--- config.mk ---
export PLATFORM = sky130hd
export DESIGN_NAME = adder_ring_counter
export DESIGN_NICKNAME = d
export VERILOG_FILES = /design/src/rtl/adder_ring_counter.sv
export SDC_FILE = /design/constraint.sdc
export NUM_CORES = 1
export LEC_CHECK = 0
export CORE_MARGIN = 4
export CORE_UTILIZATION = 50
export CTS_CLUSTER_SIZE = 24
export DETAILED_ROUTE_END_ITERATION = 16
export PLACE_DENSITY = 0.81
export SETUP_SLACK_MARGIN = 0.5
export SLEW_MARGIN = 15
export SYNTH_ARGS = -nofsm -noshare
export SYNTH_HDL_FRONTEND = slang
export SYNTH_SLANG_ARGS = --single-unit
--- constraint.sdc ---
create_clock -name wb_clk_i -period 5.6 [get_ports wb_clk_i]
set_input_delay 1.12 -clock wb_clk_i [delete_from_list [all_inputs] [get_ports wb_clk_i]]
set_output_delay 1.12 -clock wb_clk_i [all_outputs]
set_load 0.03 [all_outputs]
--- src/rtl/adder_ring_counter.sv ---
// Measurement sequencer for the instrumented adder: latches operands, runs the ring loop,
// waits a settle period, then counts synchronised rising edges of the chain output over a window.
module adder_ring_counter #(
   parameter int WIDTH         = 32,
   parameter int CNT_W         = 32,
   parameter int SETTLE_CYCLES = 4,
   parameter int SYNC_STAGES   = 2
) (
   input  logic             wb_clk_i,
   input  logic             wb_rst_i,
   input  logic             active,
   input  logic             start,
   input  logic [31:0]      window,
   input  logic [WIDTH-1:0] a_in,
   input  logic [WIDTH-1:0] b_in,
   input  logic             ring_in,
   output logic [WIDTH-1:0] a_input,
   output logic [WIDTH-1:0] b_input,
   output logic             run,
   output logic             busy,
   output logic             done,
   output logic [CNT_W-1:0] count,
   output logic             overflow
);

   localparam int SET_W = (SETTLE_CYCLES > 1) ? $clog2(SETTLE_CYCLES) : 1;

   typedef enum logic [1:0] {
      IDLE,
      SETTLE,
      COUNT,
      DONE
   } state_t;

   state_t                 state;
   logic [SYNC_STAGES-1:0] sync_q;
   logic                   ring_prev;
   logic                   ring_rise;
   logic [31:0]            window_reg;
   logic [31:0]            window_cnt;
   logic [SET_W-1:0]       settle_cnt;

   // The chain output is asynchronous; it is resynchronised in every state so the
   // edge detector is already primed when counting begins.
   always_ff @(posedge wb_clk_i) begin
      if (wb_rst_i) begin
         sync_q    <= '0;
         ring_prev <= 1'b0;
      end else begin
         sync_q    <= {sync_q[SYNC_STAGES-2:0], ring_in};
         ring_prev <= sync_q[SYNC_STAGES-1];
      end
   end

   assign ring_rise = sync_q[SYNC_STAGES-1] & ~ring_prev;

   // Sequencer; dropping active outside IDLE abandons the measurement without a done pulse
   // and leaves the partial count visible.
   always_ff @(posedge wb_clk_i) begin
      if (wb_rst_i) begin
         state      <= IDLE;
         a_input    <= '0;
         b_input    <= '0;
         run        <= 1'b0;
         busy       <= 1'b0;
         done       <= 1'b0;
         count      <= '0;
         overflow   <= 1'b0;
         window_reg <= '0;
         window_cnt <= '0;
         settle_cnt <= '0;
      end else if (state != IDLE && !active) begin
         state <= IDLE;
         run   <= 1'b0;
         busy  <= 1'b0;
         done  <= 1'b0;
      end else begin
         done <= 1'b0;
         case (state)
            IDLE: begin
               if (start && active) begin
                  a_input    <= a_in;
                  b_input    <= b_in;
                  window_reg <= window;
                  count      <= '0;
                  overflow   <= 1'b0;
                  settle_cnt <= SET_W'(SETTLE_CYCLES - 1);
                  run        <= 1'b1;
                  busy       <= 1'b1;
                  state      <= SETTLE;
               end
            end
            SETTLE: begin
               if (settle_cnt == '0) begin
                  if (window_reg == 32'd0) begin
                     run   <= 1'b0;
                     done  <= 1'b1;
                     state <= DONE;
                  end else begin
                     window_cnt <= window_reg - 32'd1;
                     state      <= COUNT;
                  end
               end else begin
                  settle_cnt <= settle_cnt - SET_W'(1);
               end
            end
            COUNT: begin
               // Saturate rather than wrap so a too-long window is visible as overflow.
               if (ring_rise) begin
                  if (&count) begin
                     overflow <= 1'b1;
                  end else begin
                     count <= count + CNT_W'(1);
                  end
               end
               if (window_cnt == 32'd0) begin
                  run   <= 1'b0;
                  done  <= 1'b1;
                  state <= DONE;
               end else begin
                  window_cnt <= window_cnt - 32'd1;
               end
            end
            DONE: begin
               busy  <= 1'b0;
               state <= IDLE;
            end
            default: begin
               run   <= 1'b0;
               busy  <= 1'b0;
               state <= IDLE;
            end
         endcase
      end
   end

endmodule
Yosys cells after proc, flatten, opt, wreduce, memory -nomap -nowiden --
Index checks and enable logic that the tools add are counted.
Cells by class: add/sub/neg operators 4, reductions and logical operators 23, bitwise logic cells 3, mux-type cells 30, equality and inequality tests 13
Operators by type and width (count):
- $mux 32 | 6
- $pmux 32 s2 | 2
- $logic_not 32->1 | 2
- $sub 32x1->32 const B | 2
- $add 32x1->32 const B | 1
- $reduce_and 32->1 | 1
- $ne 2x2->1 const B | 10
- $reduce_and 5->1 | 4
- $mux 1 | 11
- $mux 2 | 5
- $reduce_bool 2->1 | 5
- $pmux 2 s4 | 1
- $pmux 1 s2 | 3
- $reduce_and 3->1 | 2
- $eq 2x2->1 const B | 2
- $logic_not 2->1 | 2
- $pmux 2 s2 | 1
- $reduce_and 4->1 | 1
- $pmux 1 s3 | 1
- $reduce_bool 3->1 | 1
- $eq 2x1->1 const B | 1
- $logic_and 1x1->1 | 2
- $not 1->1 | 2
- $reduce_and 2->1 | 1
- 4 further kinds | 4
Word-level totals: word-level logic and storage cells 86, bits in registers 171, output and inout bits 100, input bits 101

Depth between registers and ports, before layout --
word-level depth 4, mapped depth 20, mapped depth without buffers 11

Least setup slack after synthesis --
No wires, ideal clock.
path kind flip-flop to flip-flop, start point register state[0], end point register window_cnt[26], library setup time 0.128 ns, path buffers 9, cell stages (with the launch flop) 21, data required time 5.472 ns, path slack 1.085 ns, clock period less this slack 4.515 ns, arrival time 4.388 ns, cells stage by stage dfxtp_1 > inv_1 > ha_1 > buf_6 > buf_6 > buf_2 > buf_2 > buf_2 > buf_2 > buf_1 > buf_2 > mux2i_1 > ha_1 > nor4bb_1 > o22ai_1 > or4_1 > buf_2 > or2_4 > xnor2_1 > a222oi_1 > nor2_1
On the way: cells in the longest elaborated chain, start to end 4, elaborated cells on any way between the ends 11, those cells by class eq/ne: 5; mux: 1; bitwise: 1; reduce/logical: 4
RTL lines:
- start: declaration | line 35 | state_t state;
- start signal: assignment | line 61 | state <= IDLE;
- start signal: assignment | line 73 | state <= IDLE;
- start signal: assignment | line 90 | state <= SETTLE;
- branches (longest 4 deep; another with $reduce_and 5->1)
- end signal: assignment | line 100 | window_cnt <= window_reg - 32'd1;
- end signal: assignment | line 121 | window_cnt <= window_cnt - 32'd1;
- end: declaration | line 40 | logic [31:0] window_cnt;
Parallel ways; which one is timed is not known. A chain may end at the register's enable or synchronous reset.

Final worst setup path --
start point register state[0], end point register window_cnt[20]
The elaborated chain is that of the path after synthesis.

==> results_dict.tcl <==
set metrics [dict create \
    nNetsFinal 1334 \
    yosysWarnings 0 \
    setup_viol 0 \
    place_area_um2 10300 \
    synthArstFlopShare_pct 0 \
    syn-num-nets 1166 \
    diodes 0 \
    startpoint_type "flop" \
    tightest_slew_ns 1.05 \
    grt_max_degree 77 \
    drc 0 \
    tns_ns 0 \
    rows 46 \
    cts.clk_slew.worst_paths_ns 0.06 \
    clk_latency_ns 0.43 \
    status "finished, final reports clean" \
    vdd_drop_max_uv 268 \
    slew_violations 0 \
    min_period_over_period_pct 67.7 \
    fmax_mhz 264 \
    period_minus_slack_ns 3.79 \
    grt_pass1_wl_mm 36.0 \
    fillCellCount 1357 \
    firstDrtPassIters 5 \
    core-area_um2 16000 \
    start_util_pct 51.5 \
    crit_path_max_fanout 50 \
    synth_area_leaders "dfxtp_1, nand2_1, a21oi_1, nor2_1, xnor2_1" \
    rsz0062_at_grt "false" \
    post_cts_buffers 0 \
    die_w_um 136 \
    utilization_pct 68.0 \
    crit_path_end_kind "flop" \
    cts_sinks 171 \
    post-place-ws_ns 1.82 \
    numPortBuffers 200 \
    fp.dieH_um 136 \
    fin_ws_ns 1.81 \
    place.gp.congestion 0.896 \
    dp_hpwl_mm 15.4 \
    die_area_um2 18600 \
    ys.flop_type "dfxtp_1" \
    drv_cap 0 \
    path_class "flop to flop" \
    drt_iter0_drc 574 \
    yosys.area.top_type "dfxtp_1" \
    clock_path_buffers 2 \
    grt-ovfl-total 0 \
    slew_headroom_pct 29.9 \
    routed_wl_mm 22.3 \
    critPathRequiredTime_ns 5.87 \
    synth_area_per_cell_um2 7.80 \
    multi_input_area_um2 4520 \
    yosysSeqAreaShare_pct 41.5 \
    drive_above_1_share_pct 5.67 \
    register_area_um2 3420 \
    grt_usage_pct 23.5 \
    tritoncts "built" \
    cellLeakagePower_nw 3.74 \
    yosysTopAreaCellShare_pct 41.5 \
    netlist_area_um2 8240 \
    antenna_found_initial 0 \
    yosysUniqueCellTypes 70 \
    post_drt_wl_per_cell_um 15.4 \
    final_area_um2 10900 \
    numCtsBuffers 17 \
    cts_htree_levels 4 \
    syn_inst 1057 \
    fin_skew_ns 0.0110 \
    ctsResizeCount 0 \
    vias_per_cell 5.54 \
    drtAntennaViolNets 0 \
    ctsHoldBuffers 0 \
    io-pin-count 201 \
    synth_seq_cells 171 \
    cts-root-buf "clkbuf_16" \
    syn_to_final_growth_pct 32.0 \
    hold_violations 0 \
    vias 8029 \
    powerDensity_nw_per_um2 424 \
    hold_path_class "flop to flop" \
    power_w 0.00461 \
    grt_pass1_vias 7523 \
    synth_edf_count 0 \
    crit_arrival_ns 4.06 \
]
## layer usage
metal	vias up	GRT usage, %	wire [µm]
met1	3687	29.4	9440
met2	281	38.6	10600
met3	34	7.99	1840
met4	0	6.77	364
li1	4027	-	-
met5	-	0	0
## area by class of cell
| cell class | instances | area share [%] |
|---|---|---|
| Clock buffer | 19 | 3.98 |
| Clock inverter | 9 | 0.943 |
| Inverter | 16 | 0.552 |
| Multi-Input combinational cell | 809 | 41.5 |
| Sequential cell | 171 | 31.5 |
| Tap cell | 216 | 2.48 |
| Timing Repair Buffer | 210 | 19.1 |
## report_power, final
part	internal (W)	switching, W
logic	0.000762	0.00115
clock network	0.000644	0.000474
registers	0.00139	0.000192
## cells by family (layout without fill, tap and decap cells)
| group | Yosys count | count (layout) | share of synthesized area, % |
|---|---|---|---|
| buffers and inverters | 77 | 254 | 3.98 |
| adder cells (fa/ha/maj) | 8 | 8 | 1.21 |
| multiplexers | 19 | 19 | 2.40 |
| XOR/XNOR | 48 | 48 | 5.10 |
| AO/OA/AOI/OAI | 242 | 242 | 17.4 |
| flip-flops | 171 | 171 | 41.5 |
| AND/OR/NAND/NOR | 492 | 492 | 28.4 |
## per-stage QoR
stage	std cells	hold WS [ns]
final	1450	0.440
after global routing	1450	0.466
after CTS	1450	0.443
after detailed placement	1422	0.429
after global placement	1422	0.430
after floorplan	1057	0.414
## final timing paths
path	from	slack, ns	endpoint	cells past startpoint
setup / recovery	state[0]	1.81	window_cnt[20]	10
hold reg to reg	sync_q[0]	0.44	sync_q[1]	1
setup reg to reg	state[0]	1.81	window_cnt[20]	10
hold / removal	sync_q[0]	0.44	sync_q[1]	1
## Yosys cell counts, types with 15 or more instances
cell        n
a21oi_1   138
a22oi_1    15
clkbuf_1   39
dfxtp_1   171
inv_1      16
nand2_1   234
nand3_1    15
nor2_1     80
nor3_1     40
nor4_1     16
o21ai_0    29
xnor2_1    24
xor2_1     24
## worst max-delay path, cell delays in order, from the launching register on
cell	delay (ns)
dfxtp_1	0.34
inv_1	0.13
ha_2	0.27
buf_4	0.44
or4b_1	0.59
nor4_4	0.40
or3_1	0.78
buf_4	0.34
nor3_1	0.07
a21oi_1	0.13
o221ai_1	0.13
## cell usage in the layout, fill, tap and decap left out, types with 4 or more instances in the layout
cell type and n:
nand2_1 234, clkdlybuf4s50_1 199, dfxtp_1 171, a21oi_1 138, nor2_1 79, nor3_1 39, o21ai_0 29, xor2_1 24
xnor2_1 24, clkbuf_16 17, inv_1 16, nor4_1 16, a22oi_1 15, nand3_1 14, mux2i_1 13, o22ai_1 13
or3_1 13, nand4_1 12, and3_1 12, buf_4 11, nor2b_1 9, nor3b_1 8, nand2b_1 7, ha_1 7
or2_2 6, or4_1 6, mux2_2 6, and2_1 6, a211oi_1 6, and4_1 5, clkinv_2 5, o221ai_1 4
nor4_2 4
Note: power is estimated with default switching activity, not from simulation.
